File: config.mk
export PLATFORM = sky130hd
export DESIGN_NAME = vigna_prefetch
export DESIGN_NICKNAME = d
export VERILOG_FILES = /design/src/rtl/vigna_prefetch_pkg.sv /design/src/rtl/vigna_sync_fifo.sv /design/src/rtl/vigna_prefetch.sv
export SDC_FILE = /design/constraint.sdc
export NUM_CORES = 1
export LEC_CHECK = 0
export CAP_MARGIN = 10
export CORE_AREA = 2 2 153 155
export DETAILED_ROUTE_END_ITERATION = 10
export DIE_AREA = 0 0 155 157
export GPL_TIMING_DRIVEN = 1
export PLACE_DENSITY = 0.91
export SETUP_SLACK_MARGIN = 0.15
export SKIP_LAST_GASP = 1
export SYNTH_ARGS = -nofsm -noshare
export SYNTH_HDL_FRONTEND = slang
export SYNTH_SLANG_ARGS = --single-unit
File: constraint.sdc
create_clock -name clk -period 4.55 [get_ports clk]
set_input_delay 0.455 -clock clk [delete_from_list [all_inputs] [get_ports clk]]
set_output_delay 0.455 -clock clk [all_outputs]
set_load 0.01 [all_outputs]
File: src/rtl/vigna_prefetch_pkg.sv
// Shared types and constants for the vigna prefetch unit.
// Holds the core reset address used as the default fetch start and the
// layout of one queued instruction entry.
package vigna_prefetch_pkg;

  // Default first fetch address of the vigna core.
  localparam logic [31:0] VIGNA_CORE_RESET_ADDR = 32'h0000_0000;

  // One queue entry carries the instruction address and the fetched word.
  localparam int unsigned ENTRY_W = 64;

  typedef struct packed {
    logic [31:0] pc;
    logic [31:0] data;
  } fetch_entry_t;

  // Instruction addresses are word aligned; low two bits are dropped.
  function automatic logic [31:0] align_word(input logic [31:0] addr);
    return {addr[31:2], 2'b00};
  endfunction

endpackage

File: src/rtl/vigna_sync_fifo.sv
// Synchronous first-word-fall-through FIFO, WIDTH x DEPTH.
// The head entry is read asynchronously so the consumer sees it in the same
// cycle the read pointer moves; depth is small, so this maps to distributed
// RAM. Clear has priority over push and pop; pop on empty is ignored.
module vigna_sync_fifo
  import vigna_prefetch_pkg::*;
#(
  parameter int WIDTH = ENTRY_W,
  parameter int DEPTH = 4
) (
  input  logic                     clk,
  input  logic                     reset,
  input  logic                     push,
  input  logic                     pop,
  input  logic                     clear,
  input  logic [WIDTH-1:0]         wdata,
  output logic [WIDTH-1:0]         rdata,
  output logic                     full,
  output logic                     empty,
  output logic [$clog2(DEPTH):0]   count
);

  localparam int AW = $clog2(DEPTH);
  localparam int CW = AW + 1;

  logic [WIDTH-1:0] r_mem [DEPTH];
  logic [AW-1:0]    r_wr_ptr;
  logic [AW-1:0]    r_rd_ptr;
  logic [CW-1:0]    r_count;
  logic             w_do_push;
  logic             w_do_pop;

  assign empty     = (r_count == '0);
  assign full      = (r_count == CW'(DEPTH));
  assign count     = r_count;
  assign rdata     = r_mem[r_rd_ptr];
  assign w_do_pop  = pop && !empty;
  assign w_do_push = push && (!full || w_do_pop);

  // Storage write; pointers wrap naturally because DEPTH is a power of two.
  always_ff @(posedge clk) begin
    if (w_do_push && !clear) begin
      r_mem[r_wr_ptr] <= wdata;
    end
  end

  // Pointer and occupancy tracking.
  always_ff @(posedge clk) begin
    if (reset || clear) begin
      r_wr_ptr <= '0;
      r_rd_ptr <= '0;
      r_count  <= '0;
    end else begin
      if (w_do_push) r_wr_ptr <= r_wr_ptr + AW'(1);
      if (w_do_pop)  r_rd_ptr <= r_rd_ptr + AW'(1);
      case ({w_do_push, w_do_pop})
        2'b10:   r_count <= r_count + CW'(1);
        2'b01:   r_count <= r_count - CW'(1);
        default: r_count <= r_count;
      endcase
    end
  end

endmodule

File: src/rtl/vigna_prefetch.sv
// Instruction prefetch unit for the vigna core.
// Keeps up to DEPTH {pc, data} entries queued ahead of decode, issues
// back-to-back bus requests and flushes on redirect, discarding a response
// that was already in flight. Optional macro VIGNA_PREFETCH_BYPASS_EN adds a
// same-cycle path from the bus response to the core when the queue is empty.
module vigna_prefetch
  import vigna_prefetch_pkg::*;
#(
  parameter int          DEPTH      = 4,
  parameter logic [31:0] RESET_ADDR = VIGNA_CORE_RESET_ADDR
) (
  input  logic                   clk,
  input  logic                   reset,
  output logic                   i_valid,
  input  logic                   i_ready,
  output logic [31:0]            i_addr,
  input  logic [31:0]            i_rdata,
  output logic                   inst_valid,
  input  logic                   inst_ready,
  output logic [31:0]            inst_data,
  output logic [31:0]            inst_pc,
  input  logic                   redirect_valid,
  input  logic [31:0]            redirect_pc,
  output logic [$clog2(DEPTH):0] level
);

  localparam int CW = $clog2(DEPTH) + 1;

  logic         r_valid;
  logic [31:0]  r_fetch_pc;
  logic         r_drop;
  logic [31:0]  r_pend_pc;

  logic         w_hs;
  logic         w_accept;
  logic         w_bypass;
  logic         w_push;
  logic         w_fifo_pop;
  logic         w_empty;
  logic         w_full;
  logic [CW-1:0] w_count;
  logic [CW:0]  w_count_next;
  logic         w_valid_next;
  logic [31:0]  w_redirect_pc;
  fetch_entry_t w_wdata;
  fetch_entry_t w_head;

  assign w_redirect_pc = align_word(redirect_pc);
  assign w_hs          = r_valid && i_ready;
  // A response is kept only if it is not stale and no flush is happening.
  assign w_accept      = w_hs && !r_drop && !redirect_valid;

`ifdef VIGNA_PREFETCH_BYPASS_EN
  assign w_bypass = w_empty && w_accept;
`else
  assign w_bypass = 1'b0;
`endif

  // A bypassed word consumed this cycle never enters the queue.
  assign w_push     = w_accept && !(w_bypass && inst_ready) && (!w_full || w_fifo_pop);
  assign w_fifo_pop = inst_ready && !w_empty;
  assign w_wdata    = '{pc: r_fetch_pc, data: i_rdata};

  vigna_sync_fifo #(
    .WIDTH (ENTRY_W),
    .DEPTH (DEPTH)
  ) u_fifo (
    .clk   (clk),
    .reset (reset),
    .push  (w_push),
    .pop   (w_fifo_pop),
    .clear (redirect_valid),
    .wdata (w_wdata),
    .rdata (w_head),
    .full  (w_full),
    .empty (w_empty),
    .count (w_count)
  );

  // Occupancy after this cycle decides whether another request may start.
  always_comb begin
    w_count_next = '0;
    if (!redirect_valid) begin
      w_count_next = {1'b0, w_count} + (CW+1)'(w_push) - (CW+1)'(w_fifo_pop);
    end
    w_valid_next = (r_valid && !i_ready) || (w_count_next < (CW+1)'(DEPTH));
  end

  // Request, fetch address and stale-response tracking.
  always_ff @(posedge clk) begin
    if (reset) begin
      r_valid    <= 1'b0;
      r_fetch_pc <= RESET_ADDR;
      r_drop     <= 1'b0;
      r_pend_pc  <= RESET_ADDR;
    end else begin
      r_valid <= w_valid_next;
      if (w_hs) begin
        r_drop <= 1'b0;
        if (redirect_valid)  r_fetch_pc <= w_redirect_pc;
        else if (r_drop)     r_fetch_pc <= r_pend_pc;
        else                 r_fetch_pc <= r_fetch_pc + 32'd4;
      end else if (redirect_valid) begin
        // An outstanding request must finish at its old address; remember
        // where to go afterwards and discard what it returns.
        if (r_valid) begin
          r_drop    <= 1'b1;
          r_pend_pc <= w_redirect_pc;
        end else begin
          r_fetch_pc <= w_redirect_pc;
        end
      end
    end
  end

  // Core-side head presentation; zeros when nothing is valid.
  always_comb begin
    inst_valid = !w_empty;
    inst_data  = w_empty ? 32'd0 : w_head.data;
    inst_pc    = w_empty ? 32'd0 : w_head.pc;
    if (w_bypass) begin
      inst_valid = 1'b1;
      inst_data  = i_rdata;
      inst_pc    = r_fetch_pc;
    end
  end

  assign i_valid = r_valid;
  assign i_addr  = r_fetch_pc;
  assign level   = w_count;

endmodule
; ---- After elaboration in Yosys (flattened, before gate mapping)
; Memory sizes are Yosys's and may differ from the RTL's. A register that Yosys moved wholly into a read port is not among the register bits.
; Index checks and enable logic that the tools add are counted.
[totals]
regBits = 71
ram_bits = 256
inputBits = 69
output_inout_bits = 101
wordCells = 59
memories = 1
[memory_table]
columns = name, depth, word_bits, rd, rd_clocked_by_memory_dff, write_ports, line
row1 = u_fifo.r_mem, 4, 64, 1, 1, 1, vigna_sync_fifo.sv:26  ; logic [WIDTH-1:0] r_mem [DEPTH];
[classes]
add_sub_neg = 7
n_lt_le_gt_ge = 1
eq_ne = 4
muxes = 13
n_bitwise = 1
reduce_logical = 25
[ops]
columns = operator, n
row1 = 32-bit two-way mux, 7
row2 = 32-bit by 3-bit adder with 32-bit output (second input constant), 1
row3 = 1-bit logical AND, 9
row4 = 3-bit case mux with 2 select lines, 1
row5 = 1-bit logical NOT, 5
row6 = 2-bit by 1-bit adder with 2-bit output (second input constant), 2
row7 = 3-bit by 1-bit adder with 4-bit output, 1
row8 = 1-bit logical OR, 4
row9 = 4-bit by 3-bit less-than comparator with 1-bit output (second input constant), 1
row10 = 2-bit two-way mux, 2
row11 = 4-bit two-way mux, 1
row12 = 2-bit AND reduction, 2
row13 = 2-bit nonzero test, 2
row14 = 4-bit by 1-bit subtractor with 4-bit output, 1
row15 = 3-bit by 1-bit adder with 3-bit output (second input constant), 1
row16 = 3-bit == test (second input constant), 1
row17 = 3-bit logical NOT, 1
row18 = 3-bit AND reduction, 1
row19 = 3-bit by 1-bit subtractor with 3-bit output (second input constant), 1
row20 = 2-bit by 1-bit == test with 1-bit output (second input constant), 1
row21 = 2-bit == test (second input constant), 1
row22 = 1-bit two-way mux, 2
row23 = 2-bit by 1-bit != test with 1-bit output (second input constant), 1
row24 = 2-bit OR reduction, 1
row25 = 1-bit inverter, 1

; ---- Depth between registers and ports, before layout
[depth]
ltp_word = 10
depth_mapped = 10
depth_no_buf = 9

; ---- Modules after synthesis
; From an unflattened synthesis, not the netlist that was laid out.
[unflattened]
hier_cells = 954
area_unflattened_um2 = 13904.6
[by_module_without_submodules]
columns = module, n_inst, cells_each, area_per_inst_um2, seq_area_each_um2
row1 = vigna_sync_fifo, 1, 404, 9830.7, 7867.5
row2 = vigna_prefetch, 1, 550, 4073.9, 1241.2

; ---- Least setup slack after synthesis
; OpenSTA, ideal clock, no wires.
[synth_path]
path_type = register -> register
from = register r_valid (netlist: i_valid)
to = memory u_fifo.r_mem[0][0] (netlist bit), enable pin
setup_time_ns = 0.426
t_arrival_ns = 2.709
required_ns = 4.124
slack_ns = 1.415
path_stages_with_launch = 5
n_path_buf = 1
synth_period_minus_slack_ns = 3.135
path_cell_list = dfxtp_1 -> clkbuf_1 -> and4bb_2 -> o41a_1 -> and2_1
[synth_between]
elab_chain_len = 8
[synth_lines]
columns = item, line
row1 = from (decl), vigna_prefetch.sv:29  ; logic r_valid;
row2 = from (signal assigned), vigna_prefetch.sv:97  ; r_valid <= w_valid_next;
row3 = 1-bit logical AND, vigna_prefetch.sv:49  ; assign w_hs = r_valid && i_ready;
row4 = 1-bit logical AND (2 in a row), vigna_prefetch.sv:51  ; assign w_accept = w_hs && !r_drop && !redirect_valid;
row5 = 1-bit logical AND, vigna_prefetch.sv:60  ; assign w_push = w_accept && !(w_bypass && inst_ready) && (!w_full || w_fifo_pop);
row6 = 1-bit logical AND, vigna_sync_fifo.sv:38  ; assign w_do_push = push && (!full || w_do_pop);
row7 = 1-bit logical AND, vigna_sync_fifo.sv:42  ; if (w_do_push && !clear) begin
row8 = 1-bit two-way mux, vigna_sync_fifo.sv:42
row9 = 1-bit two-way mux (implied by the code), vigna_sync_fifo.sv:43  ; r_mem[r_wr_ptr] <= wdata;
row10 = to (decl), vigna_sync_fifo.sv:26
; Every way passes these cells.

==> flow_metrics.tcl <==
set metrics [dict create \
    outcome "complete, no violations" \
    leakagePower_nw 5.31 \
    synth_edf_count 248 \
    fin_setup_tns_ps 0 \
    min_from "redirect_valid" \
    gp_congestion 0.870 \
    fin_worst_skew_ps 13.8 \
    antenna_found_initial 0 \
    max-cap-violations 0 \
    tightest_slew_ps 1060 \
    path_clk_slew_ps 70 \
    cts_repair_resize_count 0 \
    cts_buffers 30 \
    holdWs_ps 309 \
    final-hold-violation-count 0 \
    period_needed_ps 3490 \
    synth_cells 949 \
    regArea_um2 8880 \
    yosys_most_used_dff "edfxtp_1" \
    holdPathStages 3 \
    synth.distinct_cells 60 \
    dieArea_um2 24300 \
    synth_warnings 0 \
    cts.path.max_buffers 3 \
    root_buffer "clkbuf_16" \
    clock_latency_ps 550 \
    track_usage_pct 24.4 \
    irDropWorstVdd_mv 0.252 \
    max_stage_delay_ps 820 \
    chipWidth_um 155 \
    power_density_nw_per_um2 393 \
    wirelength_um 30000 \
    setup.worst_path.start_class "flip-flop" \
    r2r_cells 8 \
    synth-async-reset-ratio_pct 0 \
    synth_area_um2 13500 \
    vias_per_cell 6.08 \
    nets 1177 \
    port_buffers 163 \
    min_path_type "input pin to flip-flop" \
    dp_hpwl_um 18500 \
    synth_seq_cells 319 \
    cp.arrival_ps 3030 \
    firstDrtPassIters 5 \
    core-area_um2 22500 \
    r2r-end "u_fifo.count[2]" \
    grt_pass1_wl_um 46400 \
    worstPathMaxFanout 37 \
    drive_gt1_share_pct 13.3 \
    wl_per_cell_um 21.3 \
    cts_sinks 319 \
    max_freq_ghz 0.287 \
    period_share_pct 76.7 \
    r2r_setup_slack_ps 1490 \
    grt_max_degree 65 \
    slew_headroom_pct 29.1 \
    path_cells "buf_4 -> mux4_2 -> and2_1 -> clkdlybuf4s50_1" \
    dr_total_vias 8557 \
    first_global_vias 8372 \
    ant_nets 0 \
    min_to "r_drop" \
    power_mw 6.45 \
    fillers 1421 \
    critical-path-top-delay-family "buffers and inverters" \
    start_util_pct 59.8 \
    rsz0062_at_grt "false" \
    ioPinCount 170 \
    diodes 0 \
    cp-end-kind "primary output" \
    htree_levels 1 \
    ys_seq_area_share_pct 65.9 \
    cts_tree "done" \
    hold_buffers 0 \
    drv_slew 0 \
    grt_overflow 0 \
    area_delta_synth_final_pct 21.9 \
    die_y_um 157 \
    r2r_start "u_fifo.count[2]" \
    postCtsSetupRepairBufs 0 \
    slowest_stage "dfxtp_4" \
    setup-violations-final 0 \
    cp.buffers_inverters 2 \
    multi_input_area_um2 4290 \
    synth.avg_cell_area_um2 14.2 \
    worstSetupPathType "flip-flop to primary output" \
    drtIter0Drc 798 \
    num_rows 55 \
    required_ps 4090 \
    drc 0 \
]
[cell usage after synthesis (all sizes together) (6+ instances only)]
cell / instances / area, µm²
a211oi: 11 / 82.6
a21oi: 59 / 295
a221oi: 7 / 61.3
and2: 69 / 432
and3: 6 / 37.5
buf: 14 / 82.6
clkbuf: 52 / 195
dfxtp: 71 / 1420
edfxtp: 248 / 7450
ha: 8 / 100
inv: 13 / 48.8
mux2i: 7 / 70.1
mux4: 62 / 1400
nand2: 98 / 368
nand2b: 14 / 87.6
nand3: 12 / 60.1
nand4: 13 / 87.6
nor2: 49 / 184
nor3: 10 / 55.1
o21ai: 21 / 105
o31ai: 10 / 75.1
or3: 6 / 37.5
xnor2: 11 / 96.3
xor2: 8 / 70.1
[metrics by stage]
stage	util, %	cell area (µm²)	cells	setup slack, ps
after floorplan	-	13500	952	1410
after global placement	68.1	15300	1352	1410
after detailed placement	68.1	15300	1352	1350
after CTS	72.9	16400	1407	989
after global routing	72.9	16400	1407	871
final	72.9	16400	1407	1060
[cell usage in the layout, fill, tap and decap left out, drive strengths merged, types with 21 or more instances in the layout]
cell / count
mux4: 62
o21ai: 21
nor2: 49
and2: 69
dfxtp: 71
a21oi: 59
clkbuf: 32
clkdlybuf4s50: 161
edfxtp: 248
nand2: 98
[layout make-up]
type / count / area share (%)
Inverter: 14 / 0.320
Timing Repair Buffer: 181 / 10.7
Multi-Input combinational cell: 553 / 26.1
Clock buffer: 32 / 4.75
Tap cell: 285 / 2.17
Clock inverter: 23 / 1.82
Sequential cell: 319 / 54.1
[metal layers]
metal | track usage, % | part of all wire (%)
met1 | 32.6 | 40
met2 | 42.9 | 51
met3 | 4.05 | 7.4
met4 | 5.34 | 1.4
met5 | 0 | 0
[kinds of logic (layout without fill, tap and decap cells)]
group,Yosys count,after routing,share of synthesized area (%)
buf+inv,80,250,2.45
other cells,1,4,0.0278
fa+ha+maj,9,9,0.892
compound gates,150,150,7.21
simple gates,301,301,11.3
mux,70,70,11.0
flops,319,319,65.9
xor+xnor,19,19,1.24
[worst min-delay path: cells and delay by family]
family | cells | cell delay, ps
AO/OA/AOI/OAI | 1 | 70
buffers and inverters | 1 | 160
AND/OR/NAND/NOR | 1 | 110
[sequential cells by signal, summed over array words and instances, names as in the netlist, named ones only]
signal / cells
i_addr: 30
i_valid: 1
r_drop: 1
r_pend_pc: 30
u_fifo.count: 3
u_fifo.r_mem: 248
u_fifo.r_rd_ptr: 2
u_fifo.r_wr_ptr: 2
[report_power, final]
group	internal (mW)	switching, mW
combinational	0.225	0.234
sequential	3.21	0.0907
clock	1.64	1.05
total	5.07	1.38
[worst max-delay path by stage]
stage	startpoint	to	slack, ps	cells past startpoint
6_report	flip-flop	inst_data[10]	1060	4
5_1_grt	flip-flop	inst_data[27]	870	4
4_1_cts	flip-flop	inst_data[31]	990	4
3_5_place_dp	i_ready	i_valid	1350	9
3_3_place_gp	i_ready	u_fifo.r_mem[2][8]	1410	6
2_1_floorplan	i_valid	u_fifo.r_mem[0][0]	1410	4
(Power assumes the default switching activity.)
